## src/rtl/prbs31_pkg.sv

```systemverilog
// rtl/prbs31_pkg.sv - shared PRBS31 constants and lock FSM state encoding
package prbs31_pkg;

    localparam int WORD_W = 32;
    localparam int TAP_A  = 28;
    localparam int TAP_B  = 31;

    // Only the last TAP_B bits of the previous word are ever referenced by the window check.
    localparam int HIST_W = TAP_B;

    typedef enum logic [1:0] {
        HUNT   = 2'd0,
        VERIFY = 2'd1,
        LOCKED = 2'd2
    } lock_state_e;

endpackage

```

## src/rtl/prbs31_word_check.sv

```systemverilog
// rtl/prbs31_word_check.sv - combinational PRBS31 recurrence check over one word plus history
module prbs31_word_check
    import prbs31_pkg::*;
(
    input  logic [HIST_W-1:0] history,
    input  logic [WORD_W-1:0] data_in,
    output logic              word_ok
);

    logic [WORD_W+HIST_W-1:0] window;
    logic [WORD_W-1:0]        mismatch;

    // window[HIST_W+i] is the new bit; its taps sit TAP_B and TAP_A bits earlier.
    always_comb begin
        window   = {data_in, history};
        mismatch = '0;
        for (int i = 0; i < WORD_W; i++) begin
            mismatch[i] = window[HIST_W + i]
                        ^ window[HIST_W + i - TAP_B]
                        ^ window[HIST_W + i - TAP_A];
        end
        word_ok = ~(|mismatch) && (|data_in);
    end

endmodule

```

## src/rtl/prbs31_lock_detector.sv

```systemverilog
// rtl/prbs31_lock_detector.sv - PRBS31 self-synchronizing word lock detector with hysteresis
module prbs31_lock_detector
    import prbs31_pkg::*;
#(
    parameter int LOCK_GOOD  = 64,
    parameter int UNLOCK_BAD = 4,
    parameter int LOSS_W     = 16
) (
    input  logic              clock,
    input  logic              reset,
    input  logic              pulse,
    input  logic              data_valid,
    input  logic [WORD_W-1:0] DataIn,
    output logic [WORD_W-1:0] DataOut,
    output logic              DataOut_valid,
    output logic              locked,
    output logic [1:0]        state,
    output logic [31:0]       bad_word_count,
    output logic [LOSS_W-1:0] lock_loss_count
);

    localparam logic [15:0] LOCK_GOOD_W  = 16'(LOCK_GOOD);
    localparam logic [7:0]  UNLOCK_BAD_W = 8'(UNLOCK_BAD);

    lock_state_e        state_q, state_d;
    logic [15:0]        good_run_q, good_run_d;
    logic [7:0]         bad_run_q, bad_run_d;
    logic [HIST_W-1:0]  prev_word_q, prev_word_d;
    logic               prev_ok_q, prev_ok_d;
    logic [WORD_W-1:0]  data_out_q, data_out_d;
    logic               data_out_valid_q, data_out_valid_d;
    logic [31:0]        bad_word_count_q, bad_word_count_d;
    logic [LOSS_W-1:0]  lock_loss_count_q, lock_loss_count_d;

    logic word_ok;
    logic evaluate;
    logic good_word;
    logic bad_word;
    logic reach_lock;
    logic reach_unlock;
    logic enter_hunt;
    logic bad_inc;
    logic loss_inc;

    prbs31_word_check u_word_check (
        .history (prev_word_q),
        .data_in (DataIn),
        .word_ok (word_ok)
    );

    // A valid word is only judged once a predecessor has been primed into prev_word.
    assign evaluate     = data_valid && prev_ok_q;
    assign good_word    = evaluate && word_ok;
    assign bad_word     = evaluate && !word_ok;
    assign reach_lock   = (good_run_q + 16'd1) == LOCK_GOOD_W;
    assign reach_unlock = (bad_run_q + 8'd1) == UNLOCK_BAD_W;

    always_ff @(posedge clock) begin
        if (reset) begin
            state_q           <= HUNT;
            good_run_q        <= '0;
            bad_run_q         <= '0;
            prev_word_q       <= '0;
            prev_ok_q         <= 1'b0;
            data_out_q        <= '0;
            data_out_valid_q  <= 1'b0;
            bad_word_count_q  <= '0;
            lock_loss_count_q <= '0;
        end else begin
            state_q           <= state_d;
            good_run_q        <= good_run_d;
            bad_run_q         <= bad_run_d;
            prev_word_q       <= prev_word_d;
            prev_ok_q         <= prev_ok_d;
            data_out_q        <= data_out_d;
            data_out_valid_q  <= data_out_valid_d;
            bad_word_count_q  <= bad_word_count_d;
            lock_loss_count_q <= lock_loss_count_d;
        end
    end

    always_comb begin
        state_d = state_q;
        case (state_q)
            HUNT: begin
                if (good_word) begin
                    state_d = reach_lock ? LOCKED : VERIFY;
                end
            end
            VERIFY: begin
                if (good_word && reach_lock) begin
                    state_d = LOCKED;
                end else if (bad_word) begin
                    state_d = HUNT;
                end
            end
            LOCKED: begin
                if (bad_word && reach_unlock) begin
                    state_d = HUNT;
                end
            end
            default: state_d = HUNT;
        endcase
    end

    assign enter_hunt = (state_q != HUNT) && (state_d == HUNT);
    assign bad_inc    = bad_word && (state_q != HUNT);
    assign loss_inc   = (state_q == LOCKED) && (state_d == HUNT);

    always_comb begin
        prev_word_d       = prev_word_q;
        prev_ok_d         = prev_ok_q;
        good_run_d        = good_run_q;
        bad_run_d         = bad_run_q;
        bad_word_count_d  = bad_word_count_q;
        lock_loss_count_d = lock_loss_count_q;
        data_out_d        = DataIn;
        data_out_valid_d  = data_valid;

        if (data_valid) begin
            prev_word_d = DataIn[WORD_W-1:WORD_W-HIST_W];
            prev_ok_d   = 1'b1;
        end

        if (good_word && (state_q != LOCKED)) begin
            good_run_d = good_run_q + 16'd1;
        end
        if (state_q == LOCKED) begin
            if (good_word) begin
                bad_run_d = '0;
            end else if (bad_word) begin
                bad_run_d = bad_run_q + 8'd1;
            end
        end
        if (state_d == LOCKED && state_q != LOCKED) begin
            bad_run_d = '0;
        end

        // Re-entering HUNT discards the history so the next valid word primes again.
        if (enter_hunt) begin
            prev_ok_d  = 1'b0;
            good_run_d = '0;
            bad_run_d  = '0;
        end

        if (pulse) begin
            bad_word_count_d  = '0;
            lock_loss_count_d = '0;
        end else begin
            if (bad_inc && !(&bad_word_count_q)) begin
                bad_word_count_d = bad_word_count_q + 32'd1;
            end
            if (loss_inc && !(&lock_loss_count_q)) begin
                lock_loss_count_d = lock_loss_count_q + {{(LOSS_W-1){1'b0}}, 1'b1};
            end
        end
    end

    always_comb begin
        locked          = (state_q == LOCKED);
        state           = state_q;
        DataOut         = data_out_q;
        DataOut_valid   = data_out_valid_q;
        bad_word_count  = bad_word_count_q;
        lock_loss_count = lock_loss_count_q;
    end

endmodule

```

## config.mk

```make
export PLATFORM = sky130hd
export DESIGN_NAME = prbs31_lock_detector
export DESIGN_NICKNAME = d
export VERILOG_FILES = /design/src/rtl/prbs31_pkg.sv /design/src/rtl/prbs31_word_check.sv /design/src/rtl/prbs31_lock_detector.sv
export SDC_FILE = /design/constraint.sdc
export NUM_CORES = 1
export LEC_CHECK = 0
export ABC_AREA = 1
export CAP_MARGIN = 20
export CORE_UTILIZATION = 54
export CTS_CLUSTER_DIAMETER = 60
export DETAILED_ROUTE_END_ITERATION = 6
export MAX_ROUTING_LAYER = met4
export PLACE_DENSITY = 0.85
export SKIP_CTS_REPAIR_TIMING = 1
export SYNTH_ARGS = -nofsm -noshare
export SYNTH_HDL_FRONTEND = slang
export SYNTH_SLANG_ARGS = --single-unit
```

## constraint.sdc

```tcl
create_clock -name clock -period 2.5 [get_ports clock]
set_input_delay 0.25 -clock clock [delete_from_list [all_inputs] [get_ports clock]]
set_output_delay 0.25 -clock clock [all_outputs]
set_load 0.02 [all_outputs]
```

======== Word level (Yosys, flattened, before mapping) ========
Index checks and enable logic that the tools add are counted.
storage, ports and cells
  output and inout bits ................... 84
  bits in registers ....................... 139
operators by class
  reduce and logical (&&, ||, !) cells .... 28
  add/subtract/negate cells ............... 4
  eq/ne operators ......................... 6
  bitwise operators ....................... 65
  mux-type cells .......................... 8
operators by type and width
  cell                                                   count
  OR reduction 32 bit                                    2
  bitwise XOR 1 bit                                      64
  adder 16 x 1 -> 16 bit (second input constant)         2
  adder 32 x 1 -> 32 bit (second input constant)         1
  AND reduction 32 bit                                   1
  equality test 16 x 7 -> 1 bit (second input constant)  1
  2-to-1 mux 8 bit                                       2
  AND reduction 16 bit                                   1
  logical AND 1 bit                                      13
  2-to-1 mux 2 bit                                       5
  adder 8 x 1 -> 8 bit (second input constant)           1
  equality test 8 x 3 -> 1 bit (second input constant)   1
  case mux 2 bit (3 select lines)                        1
  equality test 2 bit (second input constant)            2
  zero test 2 bit                                        2
  nonzero test 2 bit                                     2
  OR reduction 2 bit                                     2
  zero test 1 bit                                        3
  OR reduction 3 bit                                     1
  equality test 2 x 1 -> 1 bit (second input constant)   1
  != test 2 bit (second input constant)                  1
  AND reduction 2 bit                                    1
  inverter 1 bit                                         1

======== Longest topological paths before layout ========
Gate-level depths: netlist (run 1).
  word-level depth ........................ 13
  depth in mapped cells ................... 19

======== Modules after synthesis ========
Synthesis (run 1) repeated with hierarchy kept, for this count alone.
second synthesis, totals
  cell total of the unflattened synthesis .. 1147
  area, all modules ....................... 7413.4 um2
modules (own cells, without submodules)
  module                times used  area each (um2)  cells each
  prbs31_lock_detector  1           6289.8           883
  prbs31_word_check     1           1123.6           264

======== Least setup slack after synthesis (run 1) ========
OpenSTA, ideal clock, no wires.
  kind .................................... register to register
  from .................................... reg bad_word_count_q[1] (netlist: bad_word_count[1])
  to ...................................... reg bad_word_count_q[8] (netlist: bad_word_count[8])
  library setup time ...................... 0.115 ns
  clock period less this slack ............ 2.242 ns
  data required time ...................... 2.385 ns
  slack ................................... 0.258 ns
  path buffers ............................ 1
  data arrival time ....................... 2.126 ns
  stages on the path, launching flop included .. 14
  cells stage by stage .................... dfxtp_1 > ha_1 > inv_1 > nor2_1 > inv_1 > nor3_1 > nand4_1 > nor3_2 > nand2_1 > nand2_1 > inv_1 > clkbuf_1 > a21oi_1 > nor2_1
on the way
  word-level cells in the longest chain between the ends .. 3
  elaborated cells on any way between the ends .. 4
  those cells by class .................... add/sub (1); reduce/logical (3)
ends and longest elaborated chain
  what                                                                            RTL line                    text
  start: declaration                                                              prbs31_lock_detector.sv:32  logic [31:0] bad_word_count_q, bad_word_count_d;
  start signal: assignment                                                        prbs31_lock_detector.sv:77  bad_word_count_q <= bad_word_count_d;
  parallel branches: the longest is 3 deep, another holds adder 32 x 1 -> 32 bit  --
Several ways; the timed one is not identified.
A chain may end at the register's enable or synchronous reset.

======== Worst setup path in the final report (run 1) ========
  from .................................... reg good_run_q[1]
  to ...................................... reg lock_loss_count_q[14] (netlist: lock_loss_count[14])
on the way
  word-level cells in the longest chain between the ends .. 8
  elaborated cells on any way between the ends .. 10
  those cells by class .................... add/sub (1); eq/ne (1); mux (4); reduce/logical (4)
ends and longest elaborated chain
  what                                                          RTL line                                                text
  start: declaration                                            prbs31_lock_detector.sv:26                              logic [15:0] good_run_q, good_run_d;
  start signal: assignment                                      prbs31_lock_detector.sv:71                              good_run_q <= good_run_d;
  adder 16 x 1 -> 16 bit (*)                                    prbs31_lock_detector.sv:55                              assign reach_lock = (good_run_q + 16'd1) == LOCK_GOOD_W;
  equality test 16 x 7 -> 1 bit (*)                             prbs31_lock_detector.sv:55
  2-to-1 mux 2 bit / logical AND 1 bit (equally long branches)  prbs31_lock_detector.sv:87, prbs31_lock_detector.sv:91
  2-to-1 mux 2 bit (on tied branches)                           prbs31_lock_detector.sv:86, prbs31_lock_detector.sv:91
  case mux 2 bit (3 select lines) (*)                           prbs31_lock_detector.sv:84                              case (state_q)
  zero test 2 bit (*)                                           prbs31_lock_detector.sv:108                             assign loss_inc = (state_q == LOCKED) && (state_d == HUNT);
  logical AND 1 bit (*)                                         prbs31_lock_detector.sv:108
  logical AND 1 bit (*)                                         prbs31_lock_detector.sv:153                             if (loss_inc && !(&lock_loss_count_q)) begin
  end signal: assignment                                        prbs31_lock_detector.sv:78                              lock_loss_count_q <= lock_loss_count_d;
  end: declaration                                              prbs31_lock_detector.sv:33                              logic [LOSS_W-1:0] lock_loss_count_q, lock_loss_count_d;
Every way passes the cells marked *; elsewhere a longest branch is shown, timed or not.

==> results of run 1 <==
stage by stage:
step	worst slack, ps	area, um^2
finish	53.7	10200
global placement	-263	9340
CTS	1.82	9930
global route	-115	10200
detailed placement	-311	9340
floorplan	258	7510
logic make-up after synthesis:
logic type / after synthesis / synth area share [%]
AOI/OAI and AO/OA: 136 / 9.71
xor gates and xnor gates: 23 / 2.68
adders and majority gates: 6 / 0.999
buffers and inverters: 168 / 8.70
DFF: 139 / 37.0
muxes: 1 / 0.150
and+or+nand+nor: 717 / 40.7
layout by cell type (no fill, tap or decap), types with 9 or more instances in the layout:
cell type / synthesis / final
nand2_1: 346 / 342
nor2_1: 203 / 193
inv_1: 135 / 133
dfxtp_1: 139 / 129
clkdlybuf4s50_1: 0 / 117
a21oi_1: 73 / 73
nand3_1: 75 / 73
buf_4: 1 / 69
o21ai_0: 44 / 40
nand4_1: 29 / 29
nor3_1: 27 / 23
clkbuf_16: 0 / 18
nor2_2: 8 / 16
xnor2_1: 12 / 12
dfxtp_2: 0 / 10
xor2_1: 11 / 9
nand2_2: 7 / 9
how the worst max path moves through the flow:
stage	startpoint	endpoint	slack, ps	cells after the start
2_1_floorplan	bad_word_count[1]$_SDFFE_PP0P_	bad_word_count[8]$_SDFFE_PP0P_	260	13
3_3_place_gp	DataIn[0]	lock_loss_count[12]$_SDFFE_PP0P_	-260	16
3_5_place_dp	DataIn[0]	lock_loss_count[12]$_SDFFE_PP0P_	-310	16
4_1_cts	bad_word_count[1]$_SDFFE_PP0P_	bad_word_count[4]$_SDFFE_PP0P_	2	14
5_1_grt	good_run_q[5]$_SDFFE_PP0P_	lock_loss_count[14]$_SDFFE_PP0P_	-120	16
6_report	good_run_q[1]$_SDFFE_PP0P_	lock_loss_count[14]$_SDFFE_PP0P_	50	17
layout make-up:
| type | count | area, um^2 | area share, % |
|---|---|---|---|
| timing repair buffer | 192 | 1790 | 17.6 |
| inverter | 137 | 514 | 5.05 |
| multi-input combinational | 886 | 4270 | 41.9 |
| tap | 176 | 220 | 2.16 |
| clock buffer | 25 | 505 | 4.96 |
| clock inverter | 6 | 85.1 | 0.835 |
| sequential | 139 | 2800 | 27.4 |
report_power, final:
part	switching [uW]	total, uW	internal [uW]
registers	46.2	2330	2280
clock network	942	2530	1590
logic	404	696	292
total	1390	5560	4170
Yosys cell counts (all sizes together):
cell | instances | area share [%]
xor2 | 11 | 1.3
nor3b | 1 | 0.10
nand2 | 355 | 18
a31oi | 3 | 0.25
ha | 6 | 1.0
clkinv | 1 | 0.050
a22oi | 6 | 0.60
and2 | 1 | 0.083
inv | 136 | 6.8
nor4 | 4 | 0.33
mux2 | 1 | 0.15
a21oi | 75 | 5.1
a22o | 1 | 0.12
clkbuf | 22 | 1.1
nand3 | 78 | 5.5
nor3 | 28 | 1.9
xnor2 | 12 | 1.4
dfxtp | 139 | 37
nand3b | 4 | 0.40
nor2b | 1 | 0.083
nor2 | 215 | 11
buf | 9 | 0.75
o21a | 3 | 0.30
o21ai | 48 | 3.3
nand4 | 30 | 2.7
worst max-delay path: stages (launching register included):
cell	delay (ps)
dfxtp_2	330
ha_2	190
nand2_2	90
nor2_4	170
nand2_4	90
xor2_2	150
nand2_1	90
nor2_2	120
inv_1	50
nor2_1	90
nand3_1	110
nor2_1	150
nor2_2	70
nor2_4	190
clkbuf_16	200
nand4_1	110
nand2_1	100
nor2_1	40
registers in the layout, indices dropped and copies added, names as in the netlist, 2 cells and up:
name,count
bad_word_count,32
DataOut,32
good_run_q,16
lock_loss_count,16
prev_word_q,31
bad_run_q,8
state,2
per-layer routing:
layer  GRT usage (%)  vias up  wire (um)  share of wire (%)
li1                -     4157          -                  -
met3            5.80       68       1580                6.9
met4            11.7        0        518                2.3
met1            37.6     3885       9470                 42
met5               -        -          0                  0
met2            52.7      371      11200                 49
==> flow_summary.ini, run 1 <==
[floorplan]
io_pins = 120
core-area_mm2 = 0.0134
die_area_mm2 = 0.0144
initial_core_util_pct = 56.1
die_h_um = 120
die_w_um = 120
rows = 42

[cts]
clockBufferDepth = 2
cts_tree = done
clkLatencyLatePin_ps = 430
cts.sinks = 139
cts-htree-levels = 4
path_clk_slew_ps = 60
ctsRootBufferMaster = clkbuf_16
cts_buffers = 17

[min_path]
hp-class = primary input to flip-flop
whs_endpoint = DataOut[0]$_SDFF_PP0_
holdPathStages = 4
holdCritStartpoint = DataIn[0]

[layout]
n_antenna_cell = 0
fin_cells = 1561
area_growth_pct = 35.6
nets = 1415
fin_util_pct = 76.0
drive_gt1_share_pct = 12.6
fillers = 976

[placed_design]
dp.cells = 1524
dp_hpwl_um = 15100
gp_congestion = 0.925
port_buffers = 119

[synthesis]
syn_area_per_cell_um2 = 6.31
syn_area_mm2 = 0.00751
syn_nets = 1232
ys_seq_elements = 139
ys_types = 40
synthCells = 1190
synth_seq_area_share_pct = 37.0
ys_warn_count = 0

[drt]
drtIter0Drc = 957
ant_nets = 0
vias_per_cell = 5.43
drt-total-wl_um = 22800
num_vias = 8481
wl_per_cell_um = 14.6
dr.pass1.iters = 5
drc = 0

[pwr]
peakVddDrop_mv = 0.807
p_per_area_mw_per_mm2 = 546
power_uw = 5560
cellLeakagePower_uw = 0.00423

[global_route]
antenna_found_initial = 0
grt_pass1_vias = 7607
grt-ovfl-total = 0
grt_max_degree = 65
track_usage_pct = 31.5
grt_pass1_wl_um = 35500

[critical_path]
path_class = flip-flop to flip-flop
r2r_start = good_run_q[1]$_SDFFE_PP0P_
cp_data_required_time_ps = 2820
endpoint_kind = flip-flop
start_kind = flip-flop
cp_data_arrival_time_ps = 2770
rr_worst_depth = 17
rr_endpoint = lock_loss_count[14]$_SDFFE_PP0P_
reg2reg_setup_slack_ps = 50
cp_max_fo = 7

[sta]
slew_headroom_pct = 51.3
min_period_ps = 2450
setup_viol = 0
hold_viol = 0
tightestPinTransition_ps = 729
clock-skew-final_ps = 10.4
fin_setup_tns_ps = 0
timing.hold.ws_ps = 336
period_share_pct = 97.9
fmaxAchievable_mhz = 409
slew_violations = 0

[flow_run]
drv_cap = 0

[outcome]
status = finished, final reports clean
Power figures use the tool's default switching activity.
==> run 2, diff against run 1 <==
--- a/config.mk
+++ b/config.mk
@@ -7,11 +7,11 @@
 export LEC_CHECK = 0
 export ABC_AREA = 1
 export CAP_MARGIN = 20
-export CORE_UTILIZATION = 54
+export CORE_UTILIZATION = 34
 export CTS_CLUSTER_DIAMETER = 60
 export DETAILED_ROUTE_END_ITERATION = 6
 export MAX_ROUTING_LAYER = met4
-export PLACE_DENSITY = 0.85
+export PLACE_DENSITY = 0.6
 export SKIP_CTS_REPAIR_TIMING = 1
 export SYNTH_ARGS = -nofsm -noshare
 export SYNTH_HDL_FRONTEND = slang
==> run 2 against run 1 <==
- clock power up 2%
- die area grew 58%
- worst hold slack barely moved
- core utilization decreased by 28 points
- combinational power is 4.9% lower
- global-route usage decreased by 12 points
- first-iteration DRC count decreased by 54%
- critical path type is now flip-flop to primary output
- largest cell class unchanged
- largest power group unchanged
- highest routed layer unchanged
==> flow_summary.ini, run 2 (synthesis results as in run 1) <==
[outcome]
status = finished, final reports clean

[critical_path]
worst-path-buf-inv = 2
critPathSlowestCell = clkdlybuf4s50_1
cp_num_cells = 3
start_kind = flip-flop
max_stage_delay_ps = 720
rr_worst_depth = 14
path_class = flip-flop to primary output
worstPathCellList = inv_1 > nor2_1 > clkdlybuf4s50_1
cp_max_fo = 5
cp_data_required_time_ps = 2250
cp_data_arrival_time_ps = 2210
endpoint_kind = primary output
worst_path_dominant_cell_family = buffers and inverters

[drt]
vias_per_cell = 4.76
drtIter0Drc = 440
wl_per_cell_um = 12.9
dr.pass1.iters = 5
drt-total-wl_um = 21600
drc = 0
ant_nets = 0
num_vias = 7989

[sta]
fmaxAchievable_mhz = 406
setup_viol = 0
min_period_ps = 2460
slew_headroom_pct = 59.6
slew_violations = 0
period_share_pct = 98.5
finalWorstSetupSlack_ps = 38.7
tightestPinTransition_ps = 603
hold_viol = 0
clock-skew-final_ps = 9.58

[global_route]
antenna_found_initial = 0
grt_pass1_wl_um = 34700
grt-ovfl-total = 0
grt_pass1_vias = 7170
grt_max_degree = 65
track_usage_pct = 19.8

[floorplan]
rows = 54
core-area_mm2 = 0.0218
initial_core_util_pct = 34.5
io_pins = 120
die_area_mm2 = 0.0227
die_h_um = 151
die_w_um = 151

[cts]
path_clk_slew_ps = 60
cts_tree = done
cts-htree-levels = 4
clkLatencyLatePin_ps = 420
cts.sinks = 139
cts_buffers = 17
clockBufferDepth = 2
ctsRootBufferMaster = clkbuf_16

[pwr]
p_per_area_mw_per_mm2 = 539
clockPowerShare_pct = 46.4
sequentialPowerShare_pct = 41.7
p_sw_share_pct = 26.0
p_switching_uw = 1450
power_uw = 5580
p_int_uw = 4130
cellLeakagePower_uw = 0.00426
p_comb_share_pct = 11.9
peakVddDrop_mv = 0.391

[placed_design]
port_buffers = 119
dp.cells = 1638
gp_congestion = 0.915
pre_cts_slack_ps = -300
dp_hpwl_um = 15800
placed_area_mm2 = 0.00952

[layout]
area_growth_pct = 37.8
fin_cells = 1677
n_antenna_cell = 0
drive_gt1_share_pct = 12.2
nets = 1426
final_cell_mix = nand2_1 (344), nor2_1 (199), dfxtp_1 (138)
final_common_cell = nand2_1
final_cell_area_mm2 = 0.0103
fin_util_pct = 47.6

[min_path]
hp-class = primary input to flip-flop
holdPathStages = 5

[flow_run]
drv_cap = 0
## run 2: changes by cell type in the layout (fill, tap and decap cells not counted), moves of 3 or more
cell | previous run | this run
buf_4 | 69 | 82
clkbuf_8 | 5 | 0
dfxtp_1 | 129 | 138
dfxtp_2 | 10 | 1
inv_6 | 0 | 3
nor2_2 | 16 | 10
nor2_1 | 193 | 199
o21ai_1 | 6 | 3
nand2_2 | 9 | 5
## run 2: layout make-up
cell class / instances / area [um^2]
timing repair buffer: 203 / 1840
tap: 280 / 350
clock inverter: 14 / 170
inverter: 137 / 514
sequential: 139 / 2780
clock buffer: 18 / 429
multi-input combinational: 886 / 4270
fill: 2206 / 11400
## run 2: worst paths after layout
| kind | from | endpoint | slack, ps |
|---|---|---|---|
| max | state[1]$_SDFF_PP0_ | locked | 40 |
| min | data_valid | state[1]$_SDFF_PP0_ | 340 |
| max reg2reg | bad_word_count[1]$_SDFFE_PP0P_ | bad_word_count[14]$_SDFFE_PP0P_ | 190 |
| min reg2reg | prev_ok_q$_SDFFE_PP0P_ | prev_ok_q$_SDFFE_PP0P_ | 480 |
## run 2: power groups by stage
stage | logic, uW | registers (uW) | clock network (uW)
2_1_floorplan | 329 | 2400 | 0
5_1_grt | 736 | 2340 | 2750
6_report | 662 | 2330 | 2590
3_3_place_gp | 644 | 2380 | 0
3_5_place_dp | 648 | 2380 | 0
4_1_cts | 653 | 2330 | 2660
## run 2: metal layers
metal  wire (um)  track usage (%)  vias up
met1       10300             25.6     3607
met5           0                -        -
met4         289             5.50        0
met2       10000             31.5      165
met3         931             3.64       24
li1            -                -     4193
## run 2: worst min-delay path: cells and delay by family
family                 cells  cell delay (ps)
AOI/OAI and AO/OA          1               70
and+or+nand+nor            3              270
buffers and inverters      1              120
## run 2: through the flow
stage               hold slack (ps)  TNS [ps]
global placement                458    -14760
global route                    349     -39.8
finish                          336         0
detailed placement              469    -15760
CTS                             326      -371
floorplan                       377         0
